### config.mk
export PLATFORM = sky130hd
export DESIGN_NAME = rr_arbiter8
export DESIGN_NICKNAME = d
export VERILOG_FILES = /design/src/rtl/rr_arbiter8.sv
export SDC_FILE = /design/constraint.sdc
export NUM_CORES = 1
export LEC_CHECK = 0
export BUFFER_PORTS_ARGS = -buffer_cell sky130_fd_sc_hd__clkbuf_2
export CAP_MARGIN = 10
export CORE_ASPECT_RATIO = 1.5
export CORE_UTILIZATION = 40
export DETAILED_ROUTE_END_ITERATION = 6
export PLACE_DENSITY = 0.72
export SLEW_MARGIN = 20
export SYNTH_ARGS = -nofsm -noshare
export SYNTH_HDL_FRONTEND = slang
export SYNTH_SLANG_ARGS = --single-unit
### constraint.sdc
create_clock -name clk -period 3.6 [get_ports clk]
set_input_delay 0.18 -clock clk [delete_from_list [all_inputs] [get_ports clk]]
set_output_delay 0.18 -clock clk [all_outputs]
set_load 0.01 [all_outputs]
### src/rtl/rr_arbiter8.sv
// rr_arbiter8: 8-way round-robin arbiter with done/enable release and a MAX_HOLD forced-release timeout.
module rr_arbiter8 #(
  parameter int unsigned MAX_HOLD = 15
) (
  input  logic       clk,
  input  logic       rst,
  input  logic       en_i,
  input  logic [7:0] req_i,
  input  logic       done_i,
  output logic [7:0] gnt_o,
  output logic [2:0] gnt_idx_o,
  output logic       busy_o,
  output logic       timeout_o
);
  localparam logic [1:0] IDLE    = 2'd0;
  localparam logic [1:0] GRANT   = 2'd1;
  localparam logic [1:0] RELEASE = 2'd2;
  logic [1:0] state_q, state_d;
  logic [2:0] ptr_q, ptr_d, idx_q, idx_d, sel;
  logic [3:0] cnt_q, cnt_d;
  logic       to_q, to_d, hold_end, exit_g;
  // descending scan so the lowest offset from ptr wins
  always_comb begin
    sel = ptr_q;
    for (int i = 7; i >= 0; i--)
      if (req_i[ptr_q + 3'(i)]) sel = ptr_q + 3'(i);
  end
  assign hold_end = cnt_q == 4'(MAX_HOLD - 1);
  assign exit_g   = done_i | ~req_i[idx_q] | ~en_i | hold_end;
  always_comb begin
    state_d = state_q;
    ptr_d   = ptr_q;
    idx_d   = idx_q;
    cnt_d   = cnt_q;
    to_d    = 1'b0;
    case (state_q)
      IDLE: if (en_i && |req_i) begin
        state_d = GRANT;
        idx_d   = sel;
        cnt_d   = '0;
      end
      GRANT: begin
        state_d = exit_g ? RELEASE : GRANT;
        cnt_d   = exit_g ? 4'd0 : cnt_q + 4'd1;
        to_d    = hold_end & ~done_i & req_i[idx_q] & en_i;
      end
      RELEASE: begin
        state_d = IDLE;
        ptr_d   = idx_q + 3'd1;
        cnt_d   = '0;
      end
      default: state_d = IDLE;
    endcase
  end
  always_ff @(posedge clk or posedge rst) begin
    if (rst) begin
      state_q <= IDLE;
      ptr_q   <= '0;
      idx_q   <= '0;
      cnt_q   <= '0;
      to_q    <= 1'b0;
    end else begin
      state_q <= state_d;
      ptr_q   <= ptr_d;
      idx_q   <= idx_d;
      cnt_q   <= cnt_d;
      to_q    <= to_d;
    end
  end
  assign busy_o    = state_q == GRANT;
  assign gnt_o     = busy_o ? 8'b1 << idx_q : 8'b0;
  assign gnt_idx_o = idx_q;
  assign timeout_o = to_q;
endmodule

==> results of run 1 <==
[routing by layer]
metal | share of wire [%] | GRT usage [%] | routed length, um | vias to the layer above
met5 | 0 | 0 | 0 | -
met4 | 4.1 | 11.84 | 163 | 0
met3 | 2.6 | 2.682 | 104 | 16
met2 | 55 | 36.63 | 2196 | 33
met1 | 38 | 24.36 | 1521 | 713
li1 | - | - | - | 712
[cell usage in the layout, fill, tap and decap left out, types with 2 or more instances in the layout]
cell	instances
mux4_2	5
clkbuf_8	3
dfrtp_1	13
nand3_1	9
mux2_2	8
inv_1	9
a22oi_1	4
a21o_1	2
clkbuf_2	24
a21boi_0	3
o21ai_0	13
mux2i_1	16
nor2b_1	3
nand2_1	20
and3_1	8
and2_1	3
ha_1	10
o211ai_1	3
mux4_1	2
nand2b_1	3
buf_4	3
nor4_1	4
nor3_1	3
nor2_1	9
[cell type report]
cell class / count / area [um2] / share of cell area (%)
Timing Repair Buffer: 28 / 152.6 / 8.610
Inverter: 9 / 33.78 / 1.905
Sequential cell: 13 / 325.3 / 18.35
Multi-Input combinational cell: 146 / 1162 / 65.56
Tap cell: 43 / 53.80 / 3.035
Clock buffer: 4 / 45.04 / 2.541
[worst max-delay path: cells and delay by family, from the launching register on]
family / cells / cell delay (ns)
AO/OA/AOI/OAI: 2 / 0.46
adder cells (fa/ha/maj): 1 / 0.55
buffers and inverters: 1 / 0.29
flip-flops: 1 / 0.54
multiplexers: 2 / 0.71
AND/OR/NAND/NOR: 1 / 0.38
[metrics by stage]
stage	setup slack, ns	utilization (%)	hold WS, ns	power, uW
6_report	0.5834	47.71	0.2917	1566
5_1_grt	0.4131	47.71	0.3306	1708
4_1_cts	0.6241	47.71	0.2970	1560
3_5_place_dp	0.6383	46.23	0.2101	1422
3_3_place_gp	0.7010	46.23	0.2127	1424
2_1_floorplan	0.7603	-	0.05696	1183
[registers in the layout, summed over array words and instances, names as in the netlist]
register   count
cnt_q          4
gnt_idx_o      3
state_q        2
ptr_q          3
timeout_o      1
[power groups by stage]
| stage | logic [uW] | clock network, uW | registers [uW] |
|---|---|---|---|
| final | 1160 | 131 | 273 |
| after detailed placement | 1150 | 0 | 276 |
| after floorplan | 938 | 0 | 245 |
| after global routing | 1280 | 138 | 286 |
| after CTS | 1150 | 133 | 273 |
| after global placement | 1150 | 0 | 274 |
[cells by family (layout without fill, tap and decap cells)]
| family | count (synthesis) | after routing |
|---|---|---|
| adders and majority gates | 10 | 10 |
| DFF | 13 | 13 |
| xor gates and xnor gates | 2 | 2 |
| AOI/OAI and AO/OA | 38 | 38 |
| and+or+nand+nor | 64 | 64 |
| buffers and inverters | 19 | 41 |
| muxes | 32 | 32 |
[path summary, 6_finish.rpt]
kind	from	to	slack, ns
worst max-delay path	ptr_q[1]$_DFFE_PP0N_	gnt_idx_o[1]$_DFFE_PP0P_	0.58
worst min-delay path	done_i	state_q[1]$_DFFE_PP0P_	0.29
worst max register to register	ptr_q[1]$_DFFE_PP0N_	gnt_idx_o[1]$_DFFE_PP0P_	0.58
worst min register to register	cnt_q[3]$_DFFE_PP0P_	cnt_q[3]$_DFFE_PP0P_	0.48
max in group asynchronous	rst	gnt_idx_o[0]$_DFFE_PP0P_	2.78
min in group asynchronous	rst	cnt_q[3]$_DFFE_PP0P_	0.49
[what timing repair did]
action                     CTS  global route
hold buffers                 1             0
hold endpoints to repair    13             0
gates resized for setup      0             0
setup endpoints to repair    0             0
==> run_results.csv, run 1 <==
group,metric,value,unit
drt,drt-vias-per-instance,6.066,
synthesis,synth.distinct_cells,43,
final_layout,area_growth,12.64,%
setup_path,timing.critical_path.cells,"inv_1 -> ha_1 -> mux4_2 -> mux2_4 -> or3_1 -> a311o_1 -> o21ai_2",
pwr,p_sw,766.1,uW
synthesis,post_synth_and_or_nand_nor_area_fraction,19.95,%
clock_network,cts_root_buf,"clkbuf_8",
timing,final_max_slew_viol_count,0,
clock_network,cts_tree,"yes",
synthesis,synth_xor_area_share,1.590,%
setup_path,r2r.worst_path.cells,7,
timing,maximum_clock_frequency,331.5,MHz
global_routing,first_global_vias,1412,
synthesis,synth.yosys.seq_area_share,20.67,%
global_routing,grt.total_usage,21.33,%
placement,place_congestion,0.9279,
flow_run,drv.max_cap_violation_count,0,
timing,setup_total_negative_slack,0,ns
clock_network,cts.reportedPaths.clkPinSlew,0.05,ns
clock_network,cts.sinks,13,
floorplanning,die_height,78.83,um
setup_path,worstPathArrival,3.19,ns
floorplanning,ioPinCount,25,
setup_path,timing.critical_path.to_type,"flip-flop",
clock_network,total_cts_buffers,3,
floorplanning,rows,27,
clock_network,count_of_buffers_added_by_post_cts_timing_repair_for_setup,0,
clock_network,insertion_delay,0.24,ns
floorplanning,die_x,53.22,um
synthesis,synth-seq-cells,13,
timing,final_hold_viol_count,0,
synthesis,syn_inst,178,
synthesis,post_synth_most_frequent_cells,"20 x nand2_1, 16 x mux2i_1, 13 x dfrtp_1, 13 x o21ai_0, 10 x ha_1",
placement,placed_cell_area,0.001718,mm2
global_routing,antenna_found_initial,0,
setup_path,cp.required,3.78,ns
synthesis,synth_warnings,0,
hold_path,hold_class,"in2reg",
setup_path,worstPathMaxFanout,11,
setup_path,worst_setup_path_start_kind,"flip-flop",
placement,buffer_ports.inserted,24,
timing,worst_clock_skew,0.0004462,ns
global_routing,grt_overflow_total,0,
pwr,power_frac_clock,8.3,%
synthesis,synth.top_cell.area_share,20.67,%
synthesis,syn-num-nets,200,
final_layout,antenna_cells,0,
synthesis,yosys.area_share.adder,7.949,%
synthesis,ys_dominant_reg_cell,"dfrtp_1",
pwr,leakagePower,0.0008475,uW
final_layout,layout.cells.non_filler,243,
drt,detail-route-antenna-nets,0,
floorplanning,floorplan.die_area,0.004195,mm2
timing,tightestPinTransition,0.5807,ns
synthesis,yosys-top-cells-area,"dfrtp_1 21%, mux2i_1 10%, ha_1 7.9%",
pwr,seqPwrFrac,17.4,%
drt,post-route-drc-count,0,
synthesis,synth_top_family_by_area,"multiplexers",
global_routing,wire_length_of_the_first_global_routing_pass,6651,um
timing,timing.slew.headroom,60.88,%
timing,finalSetupViolCount,0,
status,status,"finished clean",
synthesis,synth.area.mux_share,27.34,%
hold_path,hold_path_depth,3,
pwr,power.share.switching,48.91,%
clock_network,cts-root-to-sink-buffers,2,
pwr,internal_power,800.3,uW
final_layout,final_design_area_no_fill,0.001773,mm2
final_layout,drive_above_1_share,23.50,%
setup_path,timing.critical_path.slowest_cell_delay,0.55,ns
drt,drt_iter0_drc,43,
synthesis,postSynthAreaPerCell,8.843,um2
synthesis,count_of_flip_flops_with_a_built_in_enable_after_synthesis,0,
pwr,power.density_cell_area,883.5,mW/mm2
timing,layout_worst_path_cycle_share,83.80,%
timing,grt_setup_unrepaired,"no",
synthesis,synthMostInstantiatedCell,"nand2_1",
setup_path,category_of_the_critical_setup_timing_path,"reg2reg",
drt,routed-via-count,1474,
clock_network,cts.htree.levels,1,
final_layout,finish.net_count,223,
placement,dp_hpwl,3133,um
final_layout,fill_cells,378,
synthesis,post_synth_instance_area,0.001574,mm2
floorplanning,core-area,0.003716,mm2
synthesis,synth_area_leader_cell,"dfrtp_1",
drt,route.detailed.wl_per_inst,16.40,um
pwr,comb_power_share,74.2,%
timing,finalWorstPathRequiredPeriod,3.017,ns
placement,placed_cells,238,
global_routing,pin_count_of_the_biggest_net_entering_global_routing,18,
synthesis,synth_compound_area_share,17.01,%
drt,totalWireLength,3984,um
synthesis,synth_async_sr_flop_share,100.0,%
pwr,max-vdd-ir-drop,0.0005050,V
drt,drt_pass1_iterations,4,
floorplanning,start_util,42.36,%
setup_path,slowest_stage,"ha_1",
(Power assumes the default switching activity.)
==> run 2: changes to the inputs <==
Settings changed: PLACE_DENSITY 0.72 to 0.74.
Clock period 3.6 ns to 2.74 ns, I/O delays scaled along.
==> run_results.csv, run 2 (synthesized netlist as in run 1, its figures left out) <==
group,metric,value,unit
status,status,"finished clean",
final_layout,antenna_cells,0,
clock_network,cts.htree.levels,1,
floorplanning,rows,27,
timing,setup_total_negative_slack,0,ns
placement,buffer_ports.inserted,24,
drt,detail-route-antenna-nets,0,
setup_path,timing.critical_path.from,"ptr_q[0]$_DFFE_PP0N_",
final_layout,finish.net_count,225,
timing,finalSetupViolCount,0,
final_layout,layout_common_cells,"24 x clkbuf_2, 20 x nand2_1, 16 x mux2i_1, 13 x o21ai_0, 13 x dfrtp_1",
setup_path,timing.critical_path.to_type,"flip-flop",
floorplanning,floorplan.die_area,0.004195,mm2
global_routing,antenna_found_initial,0,
pwr,power.share.switching,49.34,%
placement,dp_hpwl,3197,um
clock_network,cts_tree,"yes",
timing,final_hold_viol_count,0,
setup_path,category_of_the_critical_setup_timing_path,"reg2reg",
final_layout,largest_reg_flops,4,
final_layout,layout.cells.non_filler,245,
drt,drt-vias-per-instance,6.094,
pwr,post-layout-total-power,2133,uW
timing,timing.slew.headroom,57.32,%
setup_path,worst_setup_path_start_kind,"flip-flop",
flow_run,drv.max_cap_violation_count,0,
pwr,power.density_cell_area,1182,mW/mm2
timing,layout_worst_path_cycle_share,93.15,%
global_routing,grt.total_usage,22.12,%
clock_network,cts.reportedPaths.clkPinSlew,0.05,ns
clock_network,insertion_delay,0.24,ns
pwr,seqPwrFrac,16.5,%
floorplanning,core-area,0.003716,mm2
pwr,internal_power,1081,uW
placement,placed_cells,240,
floorplanning,start_util,42.36,%
global_routing,first_global_vias,1513,
clock_network,cts-root-to-sink-buffers,2,
drt,routed-via-count,1493,
pwr,p_sw,1053,uW
pwr,power_frac_clock,8.1,%
hold_path,worst_hold_startpoint,"done_i",
placement,place_worst_setup_slack,0.2181,ns
clock_network,cts_root_buf,"clkbuf_8",
global_routing,grt_overflow_total,0,
pwr,leakagePower,0.0008592,uW
final_layout,largest-register,"cnt_q",
final_layout,final_design_area_no_fill,0.001804,mm2
global_routing,wire_length_of_the_first_global_routing_pass,6913,um
timing,grt_setup_unrepaired,"no",
setup_path,critical_path.reg2reg.startpoint,"ptr_q[0]$_DFFE_PP0N_",
clock_network,cts.sinks,13,
timing,post-route-worst-setup-slack,0.1877,ns
pwr,max-vdd-ir-drop,0.0006167,V
global_routing,pin_count_of_the_biggest_net_entering_global_routing,15,
floorplanning,die_height,78.83,um
timing,tightestPinTransition,0.6335,ns
final_layout,drive_above_1_share,24.75,%
drt,route.detailed.wl_per_inst,17.03,um
drt,post-route-drc-count,0,
final_layout,layout.cells.most_common,"clkbuf_2",
final_layout,area_growth,14.63,%
timing,worst_clock_skew,0.0006665,ns
floorplanning,die_x,53.22,um
timing,finalWorstPathRequiredPeriod,2.552,ns
drt,totalWireLength,4172,um
drt,drt_iter0_drc,70,
setup_path,cp.required,2.91,ns
timing,final_max_slew_viol_count,0,
placement,placed_cell_area,0.001733,mm2
setup_path,worstPathMaxFanout,5,
pwr,comb_power_share,75.4,%
setup_path,worst-r2r-setup-slack,0.19,ns
drt,drt_pass1_iterations,5,
placement,place_congestion,0.9257,
hold_path,hold_class,"in2reg",
floorplanning,ioPinCount,25,
clock_network,total_cts_buffers,3,
timing,maximum_clock_frequency,391.8,MHz
setup_path,worstPathArrival,2.72,ns
run 2: cell types whose count changed in the layout (fill, tap and decap cells not counted):
| cell | delta |
|---|---|
| a22oi_1 | -1 |
| a22oi_2 | +1 |
| buf_4 | +2 |
| xor2_2 | -1 |
| xor2_4 | +1 |
run 2: final cells by class:
cell class	instances	area, um2
fillers	364	1912
multi-input cells	146	1179
flip-flops and latches	13	325.3
repair buffers	30	167.7
well taps	43	53.80
clock buffers	4	45.04
inverters	9	33.78
run 2: worst max-delay path: stages (launching register included):
cell and delay, ns:
dfrtp_1 0.40, inv_1 0.12, ha_1 0.39, mux4_2 0.40
mux2_4 0.32, or3_1 0.37, a311o_1 0.36, o21ai_2 0.12
run 2: path summary, 6_finish.rpt:
path / to / cells past startpoint
setup / recovery: gnt_idx_o[1]$_DFFE_PP0P_ / 7
hold / removal: state_q[1]$_DFFE_PP0P_ / 3
setup reg to reg: gnt_idx_o[1]$_DFFE_PP0P_ / 7
hold reg to reg: cnt_q[3]$_DFFE_PP0P_ / 1
max in group asynchronous: gnt_idx_o[1]$_DFFE_PP0P_ / 3
min in group asynchronous: cnt_q[3]$_DFFE_PP0P_ / 3
run 2: stage by stage:
step	hold WS, ns	utilization (%)
after global placement	0.1640	46.63
after global routing	0.2742	48.55
after CTS	0.2534	48.11
final	0.2365	48.55
after floorplan	0.01396	-
after detailed placement	0.1695	46.63
run 2: metal layers:
metal  share of wire (%)  vias to the layer above  global-route usage [%]
li1                    -                      722                       -
met1                  39                      706                   24.16
met2                  54                       45                   39.13
met3                 2.2                       20                   2.107
met4                 5.3                        0                   13.16
met5                   0                        -                       0
run 2: repair_timing:
| item | 4_1_cts | 5_1_grt |
|---|---|---|
| buffers inserted | 0 | 0 |
| hold endpoints to repair | 13 | 0 |
| hold buffers | 1 | 0 |
| gates resized for setup | 0 | 2 |
| setup endpoints to repair | 0 | 2 |
run 2: power groups by stage:
stage / sequential [uW] / combinational (uW) / clock, uW
4_1_cts: 348 / 1570 / 171
5_1_grt: 363 / 1760 / 180
6_report: 352 / 1610 / 172
3_5_place_dp: 352 / 1560 / 0
2_1_floorplan: 321 / 1240 / 0
3_3_place_gp: 349 / 1530 / 0
==> run 3: changes to the inputs <==
Settings changed: PLACE_DENSITY 0.74 to unset, PLACE_DENSITY_LB_ADDON set to 0.1.
==> run_results.csv, run 3 (synthesized netlist as in run 1, its figures left out) <==
group,metric,value,unit
status,status,"finished clean",
timing,worst_clock_skew,0.006156,ns
final_layout,largest-register,"cnt_q",
setup_path,timing.critical_path.slowest_cell_delay,0.41,ns
final_layout,largest_reg_flops,4,
setup_path,critical_path_buf_inv_count,1,
floorplanning,core-area,0.003716,mm2
setup_path,cp.required,2.91,ns
pwr,max-vdd-ir-drop,0.0006435,V
final_layout,layout.core_utilization,48.35,%
global_routing,grt.total_usage,22.82,%
drt,routed-via-count,1472,
setup_path,cp_top_family,"multiplexers",
placement,buffer_ports.inserted,24,
floorplanning,die_height,78.83,um
timing,timing.slew.headroom,59.65,%
timing,final_hold_viol_count,0,
timing,tightestPinTransition,0.5989,ns
final_layout,finish.net_count,226,
global_routing,pin_count_of_the_biggest_net_entering_global_routing,16,
final_layout,sequential_cell_area,325.3,um2
drt,route.detailed.wl_per_inst,16.99,um
setup_path,category_of_the_critical_setup_timing_path,"reg2reg",
floorplanning,ioPinCount,25,
drt,drt_pass1_iterations,4,
pwr,leakagePower,0.0008648,uW
final_layout,fill_cells,381,
final_layout,antenna_cells,0,
floorplanning,start_util,42.36,%
clock_network,cts.reportedPaths.clkPinSlew,0.06,ns
timing,finalWorstPathRequiredPeriod,2.519,ns
drt,detail-route-antenna-nets,0,
clock_network,cts.sinks,13,
pwr,power.density_cell_area,1178,mW/mm2
placement,dp_hpwl,3311,um
final_layout,layout_common_cells,"24 x clkbuf_2, 20 x nand2_1, 16 x mux2i_1, 13 x o21ai_0, 13 x dfrtp_1",
global_routing,wire_length_of_the_first_global_routing_pass,7127,um
hold_path,hold_class,"in2reg",
setup_path,slowest_stage,"mux4_2",
setup_path,worstPathArrival,2.69,ns
drt,drt-vias-per-instance,5.984,
setup_path,timing.critical_path.to_type,"flip-flop",
timing,maximum_clock_frequency,397.0,MHz
global_routing,antenna_found_initial,0,
floorplanning,floorplan.die_area,0.004195,mm2
flow_run,drv.max_cap_violation_count,0,
clock_network,cts-root-to-sink-buffers,2,
setup_path,worstPathMaxFanout,5,
drt,totalWireLength,4180,um
setup_path,timing.critical_path.cells,"inv_1 -> ha_1 -> mux4_2 -> mux2_4 -> or3_1 -> a311o_1 -> o21ai_2",
final_layout,area_growth,14.15,%
clock_network,count_of_buffers_added_by_post_cts_timing_repair_for_setup,0,
clock_network,total_cts_buffers,3,
final_layout,final_design_area_no_fill,0.001797,mm2
clock_network,postCtsResizedCells,0,
clock_network,cts_tree,"yes",
global_routing,grt_overflow_total,0,
placement,place_congestion,0.9181,
timing,layout_worst_path_cycle_share,91.93,%
global_routing,first_global_vias,1544,
clock_network,cts.htree.levels,1,
placement,placed_cells,241,
drt,drt_iter0_drc,47,
final_layout,multiInputGateArea,0.001162,mm2
drt,post-route-drc-count,0,
clock_network,insertion_delay,0.25,ns
timing,setup_total_negative_slack,0,ns
placement,placed_cell_area,0.001740,mm2
final_layout,layout.cells.non_filler,246,
setup_path,worst_setup_path_start_kind,"flip-flop",
clock_network,cts_root_buf,"clkbuf_8",
floorplanning,die_x,53.22,um
timing,final_max_slew_viol_count,0,
floorplanning,rows,27,
timing,grt_setup_unrepaired,"no",
final_layout,drive_above_1_share,25.12,%
final_layout,layout.cells.most_common,"clkbuf_2",
timing,finalSetupViolCount,0,
run 3: path summary, 6_finish.rpt:
| path | start | endpoint | slack [ns] | depth (start not counted) |
|---|---|---|---|---|
| max reg2reg | ptr_q[0]$_DFFE_PP0N_ | gnt_idx_o[1]$_DFFE_PP0P_ | 0.22 | 7 |
| min reg2reg | cnt_q[3]$_DFFE_PP0P_ | cnt_q[3]$_DFFE_PP0P_ | 0.50 | 1 |
| max in group asynchronous | rst | gnt_idx_o[0]$_DFFE_PP0P_ | 1.95 | 3 |
| min in group asynchronous | rst | state_q[1]$_DFFE_PP0P_ | 0.44 | 3 |
| max | ptr_q[0]$_DFFE_PP0N_ | gnt_idx_o[1]$_DFFE_PP0P_ | 0.22 | 7 |
| min | done_i | state_q[1]$_DFFE_PP0P_ | 0.23 | 3 |
run 3: final cells by class:
class,instances,share of cell area [%]
clock inverters,1,0.2786
flip-flops and latches,13,18.11
well taps,43,2.994
inverters,9,1.880
repair buffers,31,9.749
clock buffers,3,2.298
multi-input cells,146,64.69
run 3: worst min-delay path, cell delays in order:
cell and delay [ns]:
clkbuf_2 0.08, nor3b_1 0.06, a21boi_0 0.15
run 3: per-layer routing:
layer / vias to the layer above / GRT usage [%] / share of wire, %
met4: 0 / 10.79 / 4.0
met2: 38 / 42.13 / 54
met3: 16 / 2.107 / 2.4
li1: 717 / - / -
met1: 701 / 24.55 / 40
met5: - / 0 / 0
run 3: report_power, final:
| group | switching [uW] | internal [uW] |
|---|---|---|
| Combinational | 878 | 727 |
| Clock | 69.5 | 100 |
| Sequential | 93.7 | 248 |
run 3: stage by stage:
| stage | power (uW) | hold WS [ns] | setup slack [ns] |
|---|---|---|---|
| floorplan | 1558 | 0.01396 | 0.02007 |
| global placement | 1913 | 0.1725 | 0.2644 |
| detailed placement | 1934 | 0.1735 | 0.2327 |
| CTS | 2120 | 0.2388 | 0.1951 |
| global route | 2313 | 0.2768 | 0.03293 |
| finish | 2117 | 0.2280 | 0.2210 |
run 3: repair_timing:
item | CTS | global route
hold buffers | 1 | 0
hold endpoints to repair | 13 | 0
setup endpoints to repair | 0 | 0
